$ cat src/rtl/ccdiv_pkg.sv
// Shared fixed-point parameters and result helpers for the ccdiv complex divider.
// CCDIV_ROUND_EN adds one extra quotient bit and rounds the magnitude half away from zero.
package ccdiv_pkg;

    localparam int TOTAL_WIDTH = 8;
    localparam int FRAC_WIDTH  = 4;

    // Width of Nr, Ni and D, and of the unrounded quotient.
    localparam int NW = 2 * TOTAL_WIDTH + 1;
    localparam int QW = NW + FRAC_WIDTH;

`ifdef CCDIV_ROUND_EN
    localparam int RND = 1;
`else
    localparam int RND = 0;
`endif

    // Bits actually produced by the divider; one extra when rounding.
    localparam int QWD = QW + RND;
    localparam int CW  = $clog2(QWD);

    typedef struct packed {
        logic signed [TOTAL_WIDTH-1:0] q;
        logic                          sat;
    } qres_t;

    function automatic logic [NW-1:0] mag(input logic signed [NW-1:0] v);
        return v[NW-1] ? unsigned'(-v) : unsigned'(v);
    endfunction

    // Round (optionally), restore the sign and clamp to the signed output range.
    function automatic qres_t finalize(input logic [QWD-1:0] q, input logic neg);
        logic [QWD:0] m;
        qres_t        r;
`ifdef CCDIV_ROUND_EN
        m = ({1'b0, q} + {{QWD{1'b0}}, 1'b1}) >> 1;
`else
        m = {1'b0, q};
`endif
        r.sat = 1'b0;
        if (!neg) begin
            if (|m[QWD:TOTAL_WIDTH-1]) begin
                r.q   = {1'b0, {(TOTAL_WIDTH-1){1'b1}}};
                r.sat = 1'b1;
            end else begin
                r.q = m[TOTAL_WIDTH-1:0];
            end
        end else begin
            if (|m[QWD:TOTAL_WIDTH] || (m[TOTAL_WIDTH-1] && |m[TOTAL_WIDTH-2:0])) begin
                r.q   = {1'b1, {(TOTAL_WIDTH-1){1'b0}}};
                r.sat = 1'b1;
            end else begin
                r.q = -m[TOTAL_WIDTH-1:0];
            end
        end
        return r;
    endfunction

endpackage

$ cat src/rtl/ccdiv_udiv.sv
// Iterative unsigned restoring divider: one quotient bit per step, MSB first.
// The quotient register doubles as the dividend shift register.
module ccdiv_udiv #(
    parameter int NW = 21,
    parameter int DW = 17
) (
    input  logic          clk,
    input  logic          rst_n,
    input  logic          load,
    input  logic          step,
    input  logic [NW-1:0] dividend,
    input  logic [DW-1:0] divisor,
    output logic [NW-1:0] quotient
);

    logic [DW-1:0] rem_q;
    logic [NW-1:0] quo_q;
    logic [DW:0]   shifted;
    logic [DW:0]   diff;
    logic          ge;

    assign shifted  = {rem_q, quo_q[NW-1]};
    assign ge       = shifted >= {1'b0, divisor};
    assign diff     = shifted - {1'b0, divisor};
    assign quotient = quo_q;

    // NOTE: state updates use non-blocking assignments so every register samples pre-edge values.
    always_ff @(posedge clk or negedge rst_n) begin
        if (!rst_n) begin
            rem_q <= '0;
            quo_q <= '0;
        end else if (load) begin
            rem_q <= '0;
            quo_q <= dividend;
        end else if (step) begin
            // The partial remainder is always below the divisor, so DW bits suffice.
            rem_q <= ge ? diff[DW-1:0] : shifted[DW-1:0];
            quo_q <= {quo_q[NW-2:0], ge};
        end
    end

endmodule

$ cat src/rtl/ccdiv.sv
// Complex fixed-point divider (ar+j*ai)/(br+j*bi) in S3.4, two parallel restoring dividers.
// Optional macro CCDIV_ROUND_EN: round half away from zero instead of truncating.
module ccdiv
    import ccdiv_pkg::*;
(
    input  logic                          clk,
    input  logic                          rst_n,
    input  logic                          start,
    input  logic signed [TOTAL_WIDTH-1:0] ar,
    input  logic signed [TOTAL_WIDTH-1:0] ai,
    input  logic signed [TOTAL_WIDTH-1:0] br,
    input  logic signed [TOTAL_WIDTH-1:0] bi,
    output logic                          busy,
    output logic                          done,
    output logic signed [TOTAL_WIDTH-1:0] qr,
    output logic signed [TOTAL_WIDTH-1:0] qi,
    output logic                          div_by_zero,
    output logic                          sat
);

    typedef enum logic [1:0] {IDLE, LOAD, DIV, DONE} state_t;

    state_t state, state_nxt;
    logic   capture, load, step, finish;

    logic signed [TOTAL_WIDTH-1:0] ar_q, ai_q, br_q, bi_q;
    logic signed [NW-1:0]          nr_c, ni_c, d_c;
    logic signed [NW-1:0]          nr_q, ni_q;
    logic        [NW-1:0]          d_q;
    logic                          dbz_q;
    logic        [CW-1:0]          cnt;
    logic        [QWD-1:0]         q_r, q_i;
    qres_t                         res_r, res_i;

    always_ff @(posedge clk or negedge rst_n) begin
        if (!rst_n) state <= IDLE;
        else        state <= state_nxt;
    end

    // NOTE: a default assignment up front keeps this combinational block latch-free.
    always_comb begin
        state_nxt = state;
        case (state)
            IDLE: if (start) state_nxt = LOAD;
            LOAD: state_nxt = (d_c == '0) ? DONE : DIV;
            DIV:  if (cnt == '0) state_nxt = DONE;
            DONE: state_nxt = IDLE;
            default: state_nxt = IDLE;
        endcase
    end

    always_comb begin
        capture = (state == IDLE) && start;
        load    = (state == LOAD);
        step    = (state == DIV);
        finish  = (state == DONE);
        busy    = (state != IDLE);
    end

    assign nr_c = NW'(ar_q) * NW'(br_q) + NW'(ai_q) * NW'(bi_q);
    assign ni_c = NW'(ai_q) * NW'(br_q) - NW'(ar_q) * NW'(bi_q);
    assign d_c  = NW'(br_q) * NW'(br_q) + NW'(bi_q) * NW'(bi_q);

    assign res_r = finalize(q_r, nr_q[NW-1]);
    assign res_i = finalize(q_i, ni_q[NW-1]);

    always_ff @(posedge clk or negedge rst_n) begin
        if (!rst_n) begin
            ar_q        <= '0;
            ai_q        <= '0;
            br_q        <= '0;
            bi_q        <= '0;
            nr_q        <= '0;
            ni_q        <= '0;
            d_q         <= '0;
            dbz_q       <= 1'b0;
            cnt         <= '0;
            done        <= 1'b0;
            qr          <= '0;
            qi          <= '0;
            div_by_zero <= 1'b0;
            sat         <= 1'b0;
        end else begin
            done <= 1'b0;
            if (capture) begin
                ar_q <= ar;
                ai_q <= ai;
                br_q <= br;
                bi_q <= bi;
            end
            if (load) begin
                nr_q  <= nr_c;
                ni_q  <= ni_c;
                d_q   <= d_c;
                dbz_q <= (d_c == '0);
                cnt   <= CW'(QWD - 1);
            end else if (step) begin
                cnt <= cnt - 1'b1;
            end
            if (finish) begin
                done        <= 1'b1;
                div_by_zero <= dbz_q;
                qr          <= dbz_q ? '0 : res_r.q;
                qi          <= dbz_q ? '0 : res_i.q;
                sat         <= dbz_q ? 1'b0 : (res_r.sat | res_i.sat);
            end
        end
    end

    // Both dividers load straight from the LOAD-cycle products and share the registered D.
    ccdiv_udiv #(.NW(QWD), .DW(NW)) u_div_r (
        .clk      (clk),
        .rst_n    (rst_n),
        .load     (load),
        .step     (step),
        .dividend ({mag(nr_c), {(FRAC_WIDTH + RND){1'b0}}}),
        .divisor  (d_q),
        .quotient (q_r)
    );

    ccdiv_udiv #(.NW(QWD), .DW(NW)) u_div_i (
        .clk      (clk),
        .rst_n    (rst_n),
        .load     (load),
        .step     (step),
        .dividend ({mag(ni_c), {(FRAC_WIDTH + RND){1'b0}}}),
        .divisor  (d_q),
        .quotient (q_i)
    );

endmodule

$ cat config.mk
export PLATFORM = sky130hd
export DESIGN_NAME = ccdiv
export DESIGN_NICKNAME = d
export VERILOG_FILES = /design/src/rtl/ccdiv_pkg.sv /design/src/rtl/ccdiv_udiv.sv /design/src/rtl/ccdiv.sv
export SDC_FILE = /design/constraint.sdc
export NUM_CORES = 1
export LEC_CHECK = 0
export CELL_PAD_IN_SITES_DETAIL_PLACEMENT = 2
export CELL_PAD_IN_SITES_GLOBAL_PLACEMENT = 2
export CORE_ASPECT_RATIO = 0.7
export CORE_MARGIN = 4
export CORE_UTILIZATION = 29
export CTS_CLUSTER_DIAMETER = 120
export DETAILED_ROUTE_END_ITERATION = 6
export HOLD_SLACK_MARGIN = 0.12
export PLACE_DENSITY_LB_ADDON = 0.05
export REMOVE_ABC_BUFFERS = 1
export SYNTH_ARGS = -nofsm -noshare
export SYNTH_HDL_FRONTEND = slang
export SYNTH_SLANG_ARGS = --single-unit
$ cat constraint.sdc
create_clock -name clk -period 7.3 [get_ports clk]
set_input_delay 1.46 -clock clk [delete_from_list [all_inputs] [get_ports clk]]
set_output_delay 1.46 -clock clk [all_outputs]
set_load 0.05 [all_outputs]
---- Word-level counts from Yosys, hierarchy flattened ----
Index checks and enable logic that the tools add are counted.
storage, ports and cells
  word-level logic and storage cells ...... 92
  input bits .............................. 35
  bits in registers ....................... 186
  output and inout bits ................... 20
cells by class
  mux-type cells .......................... 32
  bitwise logic cells ..................... 1
  reduce and logical (&&, ||, !) cells .... 17
  multipliers ............................. 6
  eq/ne operators ......................... 5
  add/sub/neg operators ................... 10
  order comparisons ....................... 2
operators by type and width
  kind                                              count
  2-to-1 mux 17 bit                                 8
  multiplier 8 x 8 -> 16 bit                        6
  2-to-1 mux 21 bit                                 4
  2-to-1 mux 8 bit                                  6
  greater-or-equal comparator 18 x 17 -> 1 bit      2
  adder 16 x 16 -> 17 bit                           2
  negation 17 bit                                   2
  subtractor 17 bit                                 2
  OR reduction 14 bit                               2
  OR reduction 13 bit                               2
  2-to-1 mux 9 bit                                  2
  logical NOT 17 bit                                1
  subtractor 16 x 16 -> 17 bit                      1
  negation 8 bit                                    2
  OR reduction 7 bit                                2
  2-to-1 mux 5 bit                                  2
  one-hot mux 2 bit (4 select lines)                1
  2-to-1 mux 1 bit                                  7
  logical NOT 5 bit                                 1
  subtractor 5 x 1 -> 5 bit, second input constant  1
  equality test 2 bit, second input constant        2
  2-to-1 mux 2 bit                                  2
  nonzero test 2 bit                                2
  logical AND 1 bit                                 3
  other kinds (7)                                   8

---- Longest topological paths before layout ----
Gate-level depths: netlist of the first run.
  depth in word-level cells ............... 7
  gate-level depth with buffers ........... 27

---- By module ----
A second synthesis of the first run with hierarchy kept.
unflattened totals
  cells, all modules ...................... 2776
  area, all modules ....................... 25697.1 um^2
modules (own cells, without submodules)
  module      area each (um^2)  sequential area each (um^2)  times used  cells each
  ccdiv       19794.0           1951.9                       1           2090
  ccdiv_udiv  2951.6            950.9                        2           343

---- Least setup slack after synthesis of the first run ----
Ideal clock, no wire load.
  path type ............................... reg2reg
  start ................................... register br_q[7]
  end ..................................... register u_div_r.quo_q[9] (netlist: u_div_r.quotient[9])
  path buffers ............................ 2
  arrival time ............................ 6.231 ns
  slack ................................... 0.943 ns
  stages on the path, launching flop included .. 23
  data required time ...................... 7.174 ns
  period minus slack after synthesis ...... 6.357 ns
  cells stage by stage .................... dfrtp_1 -> inv_1 -> clkbuf_1 -> nor2_1 -> fa_1 -> fa_1 -> fa_1 -> fa_1 -> fa_1 -> inv_1 -> fa_1 -> inv_1 -> ha_1 -> a21o_1 -> or3_1 -> o21ai_2 -> o21ai_1 -> a31oi_1 -> xnor2_1 -> buf_2 -> nor2_1 -> xnor2_1 -> a221o_1
between the ends
  cells in the longest elaborated chain, start to end .. 4
ends and longest elaborated chain
  what                        line              source
  start: declaration          ccdiv.sv:26       logic signed [TOTAL_WIDTH-1:0] ar_q, ai_q, br_q, bi_q;
  start signal: assignment    ccdiv.sv:88       br_q <= br;
  multiplier 8 x 8 -> 16 bit  ccdiv.sv:60       assign nr_c = NW'(ar_q) * NW'(br_q) + NW'(ai_q) * NW'(bi_q);
  adder 16 x 16 -> 17 bit     ccdiv.sv:60
  2-to-1 mux 17 bit           ccdiv_pkg.sv:28   return v[NW-1] ? unsigned'(-v) : unsigned'(v);
  2-to-1 mux 21 bit           ccdiv_udiv.sv:32  end else if (load) begin
  end signal: assignment      ccdiv_udiv.sv:34  quo_q <= dividend;
  end signal: assignment      ccdiv_udiv.sv:38  quo_q <= {quo_q[NW-2:0], ge};
  end: declaration            ccdiv_udiv.sv:17  logic [NW-1:0] quo_q;
Every way passes these cells.
A chain may end at the register's enable or synchronous reset.

---- Worst setup path after layout of the first run ----
  start ................................... register ai_q[5]
  end ..................................... register u_div_r.quo_q[7] (netlist: u_div_r.quotient[7])
between the ends
  cells in the longest elaborated chain, start to end .. 4
ends and longest elaborated chain
  what                        line              source
  start: declaration          ccdiv.sv:26
  start signal: assignment    ccdiv.sv:87       ai_q <= ai;
  multiplier 8 x 8 -> 16 bit  ccdiv.sv:60
  adder 16 x 16 -> 17 bit     ccdiv.sv:60
  2-to-1 mux 17 bit           ccdiv_pkg.sv:28
  2-to-1 mux 21 bit           ccdiv_udiv.sv:32
Every way passes these cells.

==> flow_summary_export.csv, run 1 <==
group,metric,value,unit
outcome,status,"finished clean",
routing,route.detailed.vias_per_inst,4.75,
placed_design,buffer_ports.inserted,54,
clock_network,clk_root_buffer_cell,"sky130_fd_sc_hd__clkbuf_16",
hold_path,hp-start,"cnt[3]",
routing,wl,80.3,mm
global_route,grt.total_usage,18.9,%
sta,finalSetupViolations,0,
setup_path,cp_cell_sequence,"buf_4, nand2_1, fa_1, inv_1, fa_1, fa_1, fa_1, fa_1, inv_1, fa_1, inv_1, ha_1, a21o_1, or3_1, o21ai_2, o21ai_1, a31oi_1, xnor2_1, buf_4, or3_1, a31oi_1, a21oi_1",
floorplanning,initial_utilization,29.2,%
logic_synthesis,synth.distinct_cells,84,
sta,period_minus_slack,6900,ps
setup_path,critical-path-slowest-cell,"sky130_fd_sc_hd__dfrtp_1",
hold_path,min_to,"cnt[3]",
setup_path,cp_top_family,"adder cells",
logic_synthesis,synth.ff_latch_count,154,
placed_design,globalplace.congestion,0.797,
logic_synthesis,synth.cell_area,24600,um2
routing,routedWlPerCell,21.0,um
floorplanning,top_level_ports,55,
sta,grt_setup_unrepaired,"no",
setup_path,critical_path_arrival,7250,ps
global_route,first_global_vias,21400,
global_route,grt_start_max_net_pins,126,
setup_path,max_stage_delay,720,ps
sta,final_hold_viol_count,0,
clock_network,cts_hold_buf,0,
clock_network,path_clk_slew,70,ps
setup_path,critPathMaxFanout,20,
placed_design,place.detailed.hpwl,66.4,mm
sta,post-route-period-util,94.5,%
routing,detailroute.via_count,18100,
floorplanning,die_width,356,um
sta,timing.setup.tns,0,ps
setup_path,critical-path-top-cell-by-count,"sky130_fd_sc_hd__fa_1",
setup_path,worst_r2r_startpoint,"ai_q[5]",
clock_network,clock_latency,520,ps
floorplanning,die_area,89600,um2
setup_path,critical_path_buf_inv_count,5,
clock_network,cts.path.max_buffers,2,
final_layout,post_route_cells_drive_above_1_share,6.72,%
sta,finClkSkew,16.1,ps
final_layout,n_fill_cell,9312,
logic_synthesis,synth_enable_flop_cells,0,
final_layout,leading_cell_type_in_the_layout_fill_and_taps_excluded,"sky130_fd_sc_hd__inv_1",
setup_path,path_class,"reg -> reg",
routing,drcViolationCount,0,
floorplanning,die-height,252,um
sta,fmax,0.145,GHz
logic_synthesis,ys_warn_count,0,
sta,worstMarginPinSlew,851,ps
logic_synthesis,synth_seq_area_share,15.7,%
logic_synthesis,async_flop_share,100,%
global_route,grt_pass1_wl,130,mm
hold_path,worstHoldPathType,"reg -> reg",
hold_path,whs_path_depth,1,
sta,count_of_pins_over_their_slew_limit,0,
clock_network,cts.htree.levels,4,
floorplanning,placementRows,89,
sta,max_slew_margin,43.2,%
setup_path,rrSetupSlack,400,ps
routing,firstDrtPassIters,4,
setup_path,reg2reg_to,"u_div_r.quotient[7]",
global_route,globalRoute.totalOverflow,0,
final_layout,layout_common_cells,"sky130_fd_sc_hd__inv_1 (542), sky130_fd_sc_hd__fa_1 (404), sky130_fd_sc_hd__ha_1 (204)",
clock_network,clkSinkCount,154,
run,max_capacitance_violation_count,0,
setup_path,crit_required,7650,ps
routing,ant_nets,0,
routing,detail_route.iter0.violations,618,
final_layout,multi_input_comb_area,18300,um2
global_route,grt_antenna_before_repair,6,
setup_path,worst_setup_path_start_kind,"flip-flop",
final_layout,final_util,32.5,%
clock_network,numCtsBuffers,17,
logic_synthesis,synthFlopType,"sky130_fd_sc_hd__dfrtp_1",
final_layout,register_area,3850,um2
final_layout,final_net_count,3311,
logic_synthesis,syn_area_per_cell,9.41,um2
setup_path,reg2reg_depth,22,
clock_network,cts_tree,"done",
final_layout,synthToLayoutAreaGrowth,11.4,%
logic_synthesis,netlist_instances,2613,
floorplanning,core_area,84200,um2
setup_path,cp-end-kind,"flip-flop",
[synth_stat cells (5+ instances only)]
cell | n | area, um2
sky130_fd_sc_hd__a31o_2 | 5 | 43.8
sky130_fd_sc_hd__nand2_1 | 171 | 642
sky130_fd_sc_hd__clkbuf_1 | 79 | 297
sky130_fd_sc_hd__nor2_1 | 111 | 417
sky130_fd_sc_hd__buf_6 | 6 | 67.6
sky130_fd_sc_hd__mux2i_1 | 27 | 270
sky130_fd_sc_hd__xor2_1 | 33 | 289
sky130_fd_sc_hd__a221oi_1 | 5 | 43.8
sky130_fd_sc_hd__nand2b_1 | 30 | 188
sky130_fd_sc_hd__a21oi_1 | 79 | 395
sky130_fd_sc_hd__nor2b_1 | 24 | 150
sky130_fd_sc_hd__buf_1 | 6 | 22.5
sky130_fd_sc_hd__and2_1 | 178 | 1110
sky130_fd_sc_hd__o21bai_1 | 8 | 60.1
sky130_fd_sc_hd__buf_2 | 8 | 40.0
sky130_fd_sc_hd__o22ai_1 | 18 | 113
sky130_fd_sc_hd__xnor2_1 | 90 | 788
sky130_fd_sc_hd__nor4b_1 | 7 | 61.3
sky130_fd_sc_hd__o31ai_1 | 8 | 60.1
sky130_fd_sc_hd__or4_1 | 6 | 45.0
sky130_fd_sc_hd__o211ai_1 | 6 | 45.0
sky130_fd_sc_hd__nand4_1 | 10 | 62.6
sky130_fd_sc_hd__nor4_1 | 10 | 62.6
sky130_fd_sc_hd__o21ai_0 | 76 | 380
sky130_fd_sc_hd__a21o_1 | 25 | 188
sky130_fd_sc_hd__mux2_2 | 35 | 394
sky130_fd_sc_hd__nor3_1 | 26 | 130
sky130_fd_sc_hd__o21a_1 | 10 | 75.1
sky130_fd_sc_hd__a211oi_1 | 5 | 37.5
sky130_fd_sc_hd__dfrtp_1 | 154 | 3850
sky130_fd_sc_hd__or3_1 | 11 | 68.8
sky130_fd_sc_hd__a31oi_1 | 18 | 113
sky130_fd_sc_hd__and3_1 | 10 | 62.6
sky130_fd_sc_hd__o2bb2ai_1 | 20 | 175
sky130_fd_sc_hd__ha_1 | 206 | 2580
sky130_fd_sc_hd__nand3_1 | 46 | 230
sky130_fd_sc_hd__nand3b_1 | 5 | 37.5
sky130_fd_sc_hd__o221ai_1 | 13 | 114
sky130_fd_sc_hd__fa_1 | 404 | 8090
sky130_fd_sc_hd__inv_1 | 542 | 2030
[worst register-to-register path, cell delays in order (launching register included)]
cell                      delay, ps
sky130_fd_sc_hd__dfrtp_1        720
sky130_fd_sc_hd__buf_4          340
sky130_fd_sc_hd__nand2_1        120
sky130_fd_sc_hd__fa_1           530
sky130_fd_sc_hd__inv_1           70
sky130_fd_sc_hd__fa_1           480
sky130_fd_sc_hd__fa_1           550
sky130_fd_sc_hd__fa_1           450
sky130_fd_sc_hd__fa_1           500
sky130_fd_sc_hd__inv_1           60
sky130_fd_sc_hd__fa_1           470
sky130_fd_sc_hd__inv_1           40
sky130_fd_sc_hd__ha_1           330
sky130_fd_sc_hd__a21o_1         210
sky130_fd_sc_hd__or3_1          360
sky130_fd_sc_hd__o21ai_2        220
sky130_fd_sc_hd__o21ai_1        140
sky130_fd_sc_hd__a31oi_1        230
sky130_fd_sc_hd__xnor2_1         90
sky130_fd_sc_hd__buf_4          220
sky130_fd_sc_hd__or3_1          360
sky130_fd_sc_hd__a31oi_1        170
sky130_fd_sc_hd__a21oi_1         80
[repair_timing]
action	in CTS	in global routing
setup buffers	0	0
resized for setup	0	4
endpoints found under the setup margin	0	6
[cell families (layout without fill, tap and decap cells)]
logic type                 count (synthesis)  in the layout  share of synthesized area (%)
and+or+nand+nor                          664            664                           14.0
buffers and inverters                    644            709                           10.1
adders and majority gates                610            610                           43.4
AOI/OAI and AO/OA                        354            354                           9.73
DFF                                      154            154                           15.7
xor gates and xnor gates                 124            124                           4.45
muxes                                     63             63                           2.75
other                                      0              3                              0
[worst max-delay path by stage]
stage / from / end / depth (start not counted)
2_1_floorplan: bi_q[0] / u_div_r.quotient[9] / 21
3_3_place_gp: bi_q[0] / state[0] / 22
4_1_cts: ai_q[7] / u_div_i.quotient[7] / 24
5_1_grt: br_q[5] / state[0] / 22
3_5_place_dp: ai_q[7] / u_div_i.quotient[7] / 24
6_report: ai_q[5] / u_div_r.quotient[7] / 22
[layer usage]
| layer | track usage (%) | up-vias | part of all wire [%] |
|---|---|---|---|
| li1 | - | 8354 | - |
| met1 | 26.9 | 9607 | 49 |
| met2 | 30.6 | 142 | 46 |
| met3 | 2.92 | 42 | 3.1 |
| met4 | 3.61 | 2 | 1.1 |
| met5 | 0 | - | 0.016 |
[final cells by class]
| type | count | share of cell area (%) |
|---|---|---|
| Clock inverter | 9 | 0.407 |
| Inverter | 544 | 7.46 |
| Timing Repair Buffer | 134 | 4.26 |
| Antenna cell | 3 | 0.0274 |
| Sequential cell | 154 | 14.1 |
| Tap cell | 1137 | 5.19 |
| Clock buffer | 22 | 1.73 |
| Multi-Input combinational cell | 1815 | 66.8 |
[flip-flops by register name, summed over array words and instances (netlist names), 17 cells and up]
name	cells
u_div_r.rem_q	17
d_q	17
u_div_i.quotient	21
u_div_i.rem_q	17
u_div_r.quotient	21
[metrics by stage]
stage	setup WS (ps)	area (um2)	cells	hold slack (ps)
6_report	403	27400	3818	508
3_3_place_gp	395	26800	3784	477
2_1_floorplan	695	24200	2513	458
4_1_cts	277	27400	3815	508
3_5_place_dp	317	26800	3784	493
5_1_grt	8.58	27400	3815	546
Power of run 1 is not shown: default switching activity piles up to over one toggle a cycle in this logic, so the estimate is an artifact.
==> run 2, diff against run 1 <==
--- a/config.mk
+++ b/config.mk
@@ -7,14 +7,16 @@
 export LEC_CHECK = 0
 export CELL_PAD_IN_SITES_DETAIL_PLACEMENT = 2
 export CELL_PAD_IN_SITES_GLOBAL_PLACEMENT = 2
-export CORE_ASPECT_RATIO = 0.7
+export CORE_ASPECT_RATIO = 1.1
 export CORE_MARGIN = 4
 export CORE_UTILIZATION = 29
 export CTS_CLUSTER_DIAMETER = 120
 export DETAILED_ROUTE_END_ITERATION = 6
+export GPL_TIMING_DRIVEN = 0
 export HOLD_SLACK_MARGIN = 0.12
 export PLACE_DENSITY_LB_ADDON = 0.05
 export REMOVE_ABC_BUFFERS = 1
+export SKIP_CTS_REPAIR_TIMING = 1
 export SYNTH_ARGS = -nofsm -noshare
 export SYNTH_HDL_FRONTEND = slang
 export SYNTH_SLANG_ARGS = --single-unit
==> flow_summary_export.csv, run 2 (synthesis results as in run 1) <==
group,metric,value,unit
run,max_capacitance_violation_count,0,
setup_path,worst_setup_path_start_kind,"flip-flop",
routing,ant_nets,0,
setup_path,critical-path-slowest-cell,"sky130_fd_sc_hd__fa_1",
routing,routedWlPerCell,19.8,um
final_layout,synthToLayoutAreaGrowth,10.9,%
global_route,grt.total_usage,17.2,%
setup_path,reg2reg_to,"u_div_r.quotient[9]",
sta,finClkSkew,25.3,ps
placed_design,detailed_place.area,26300,um2
setup_path,worst_r2r_startpoint,"br_q[7]",
setup_path,worst_setup_path_startpoint,"br_q[7]",
setup_path,reg2reg_depth,24,
sta,hold_slack,508,ps
sta,max_slew_margin,17.6,%
floorplanning,initial_utilization,29.4,%
final_layout,leading_cell_type_in_the_layout_fill_and_taps_excluded,"sky130_fd_sc_hd__inv_1",
clock_network,cts_tree,"done",
setup_path,crit_required,7670,ps
routing,drcViolationCount,0,
global_route,grt_pass1_wl,121,mm
routing,detailroute.via_count,18000,
final_layout,final_net_count,3262,
final_layout,number_of_antenna_diodes,0,
final_layout,n_fill_cell,9220,
sta,period_minus_slack,7000,ps
placed_design,globalplace.congestion,0.748,
sta,worstMarginPinSlew,1230,ps
clock_network,clkSinkCount,154,
setup_path,cp_cell_sequence,"clkinvlp_4, buf_4, buf_4, buf_4, nor2_1, fa_1, fa_1, fa_1, fa_1, fa_1, inv_1, fa_1, inv_1, ha_1, a21o_1, or3_1, o21ai_2, o21ai_1, a31oi_1, xnor2_2, buf_8, nor2_1, xnor2_1, a221o_1",
floorplanning,die_width,286,um
setup_path,critical_path_arrival,7380,ps
clock_network,numCtsBuffers,17,
clock_network,path_clk_slew,80,ps
final_layout,final_design_area_no_fill,27300,um2
routing,detail_route.iter0.violations,595,
sta,fmax,0.143,GHz
routing,wl,74.6,mm
sta,final_hold_viol_count,0,
global_route,first_global_vias,21300,
sta,post-route-period-util,96.0,%
global_route,grt_antenna_before_repair,4,
final_layout,layout_common_cells,"sky130_fd_sc_hd__inv_1 (538), sky130_fd_sc_hd__fa_1 (404), sky130_fd_sc_hd__ha_1 (204)",
setup_path,critPathMaxFanout,20,
clock_network,clock_latency,500,ps
clock_network,clk_root_buffer_cell,"sky130_fd_sc_hd__clkbuf_16",
outcome,status,"finished clean",
floorplanning,die-height,313,um
global_route,met3_layer_usage_reported_by_global_route,1.86,%
global_route,most_used_routing_layer_in_global_routing,"met2",
setup_path,cp-endpoint,"u_div_r.quotient[9]",
setup_path,cp-end-kind,"flip-flop",
floorplanning,placementRows,111,
placed_design,buffer_ports.inserted,54,
global_route,globalRoute.totalOverflow,0,
routing,route.detailed.vias_per_inst,4.79,
floorplanning,die_area,89500,um2
clock_network,cts.htree.levels,4,
hold_path,worstHoldPathType,"reg -> reg",
setup_path,path_class,"reg -> reg",
floorplanning,core_area,83700,um2
global_route,global_route.usage.met2,30.4,%
global_route,grt.met1_usage,23.0,%
setup_path,max_stage_delay,600,ps
sta,finalSetupViolations,0,
sta,count_of_pins_over_their_slew_limit,0,
setup_path,rrSetupSlack,300,ps
clock_network,cts.path.max_buffers,2,
global_route,grt_start_max_net_pins,82,
setup_path,critical-path-top-cell-by-count,"sky130_fd_sc_hd__fa_1",
final_layout,post_route_cells_drive_above_1_share,6.58,%
placed_design,place.detailed.hpwl,57.4,mm
routing,firstDrtPassIters,5,
floorplanning,top_level_ports,55,
## run 2: stage by stage
| stage | cells | util (%) | setup WS (ps) | setup TNS [ps] |
|---|---|---|---|---|
| final | 3760 | 32.6 | 295 | 0 |
| after CTS | 3737 | 32.1 | -1390 | -31120 |
| after floorplan | 2513 | - | 695 | 0 |
| after global routing | 3760 | 32.6 | -5.76 | -6.31 |
| after global placement | 3697 | 31.2 | -2800 | -463780 |
| after detailed placement | 3705 | 31.4 | -1350 | -29860 |
## run 2: worst min path at each step
stage,startpoint,to,cells after the start
floorplan,cnt[3],cnt[3],1
global placement,cnt[3],cnt[3],1
detailed placement,div_by_zero,div_by_zero,1
CTS,cnt[3],cnt[3],1
global route,sat,sat,1
finish,cnt[3],cnt[3],1
## run 2: final cells by class
| type | count | area, um2 | share of cell area [%] |
|---|---|---|---|
| tap | 1130 | 1410 | 5.18 |
| clock inverter | 14 | 174 | 0.638 |
| clock buffer | 18 | 429 | 1.57 |
| multi-input combinational | 1815 | 18400 | 67.4 |
| inverter | 544 | 2050 | 7.51 |
| timing repair buffer | 85 | 901 | 3.30 |
| sequential | 154 | 3920 | 14.4 |
## run 2: critical path, delay by kind of cell, from the launching register on
family | cells | cell delay (ps)
xor+xnor | 2 | 320
flops | 1 | 520
fa+ha+maj | 7 | 3390
simple gates | 3 | 520
buf+inv | 7 | 890
compound gates | 5 | 1240
## run 2: routing by layer
| metal | part of all wire (%) | wire (um) | vias to the layer above |
|---|---|---|---|
| li1 | - | - | 8274 |
| met1 | 47 | 34800 | 9560 |
| met2 | 50 | 37600 | 152 |
| met3 | 2.1 | 1590 | 28 |
| met4 | 0.87 | 646 | 0 |
| met5 | 0 | 0 | - |
Power of run 2 is left out for the same reason.
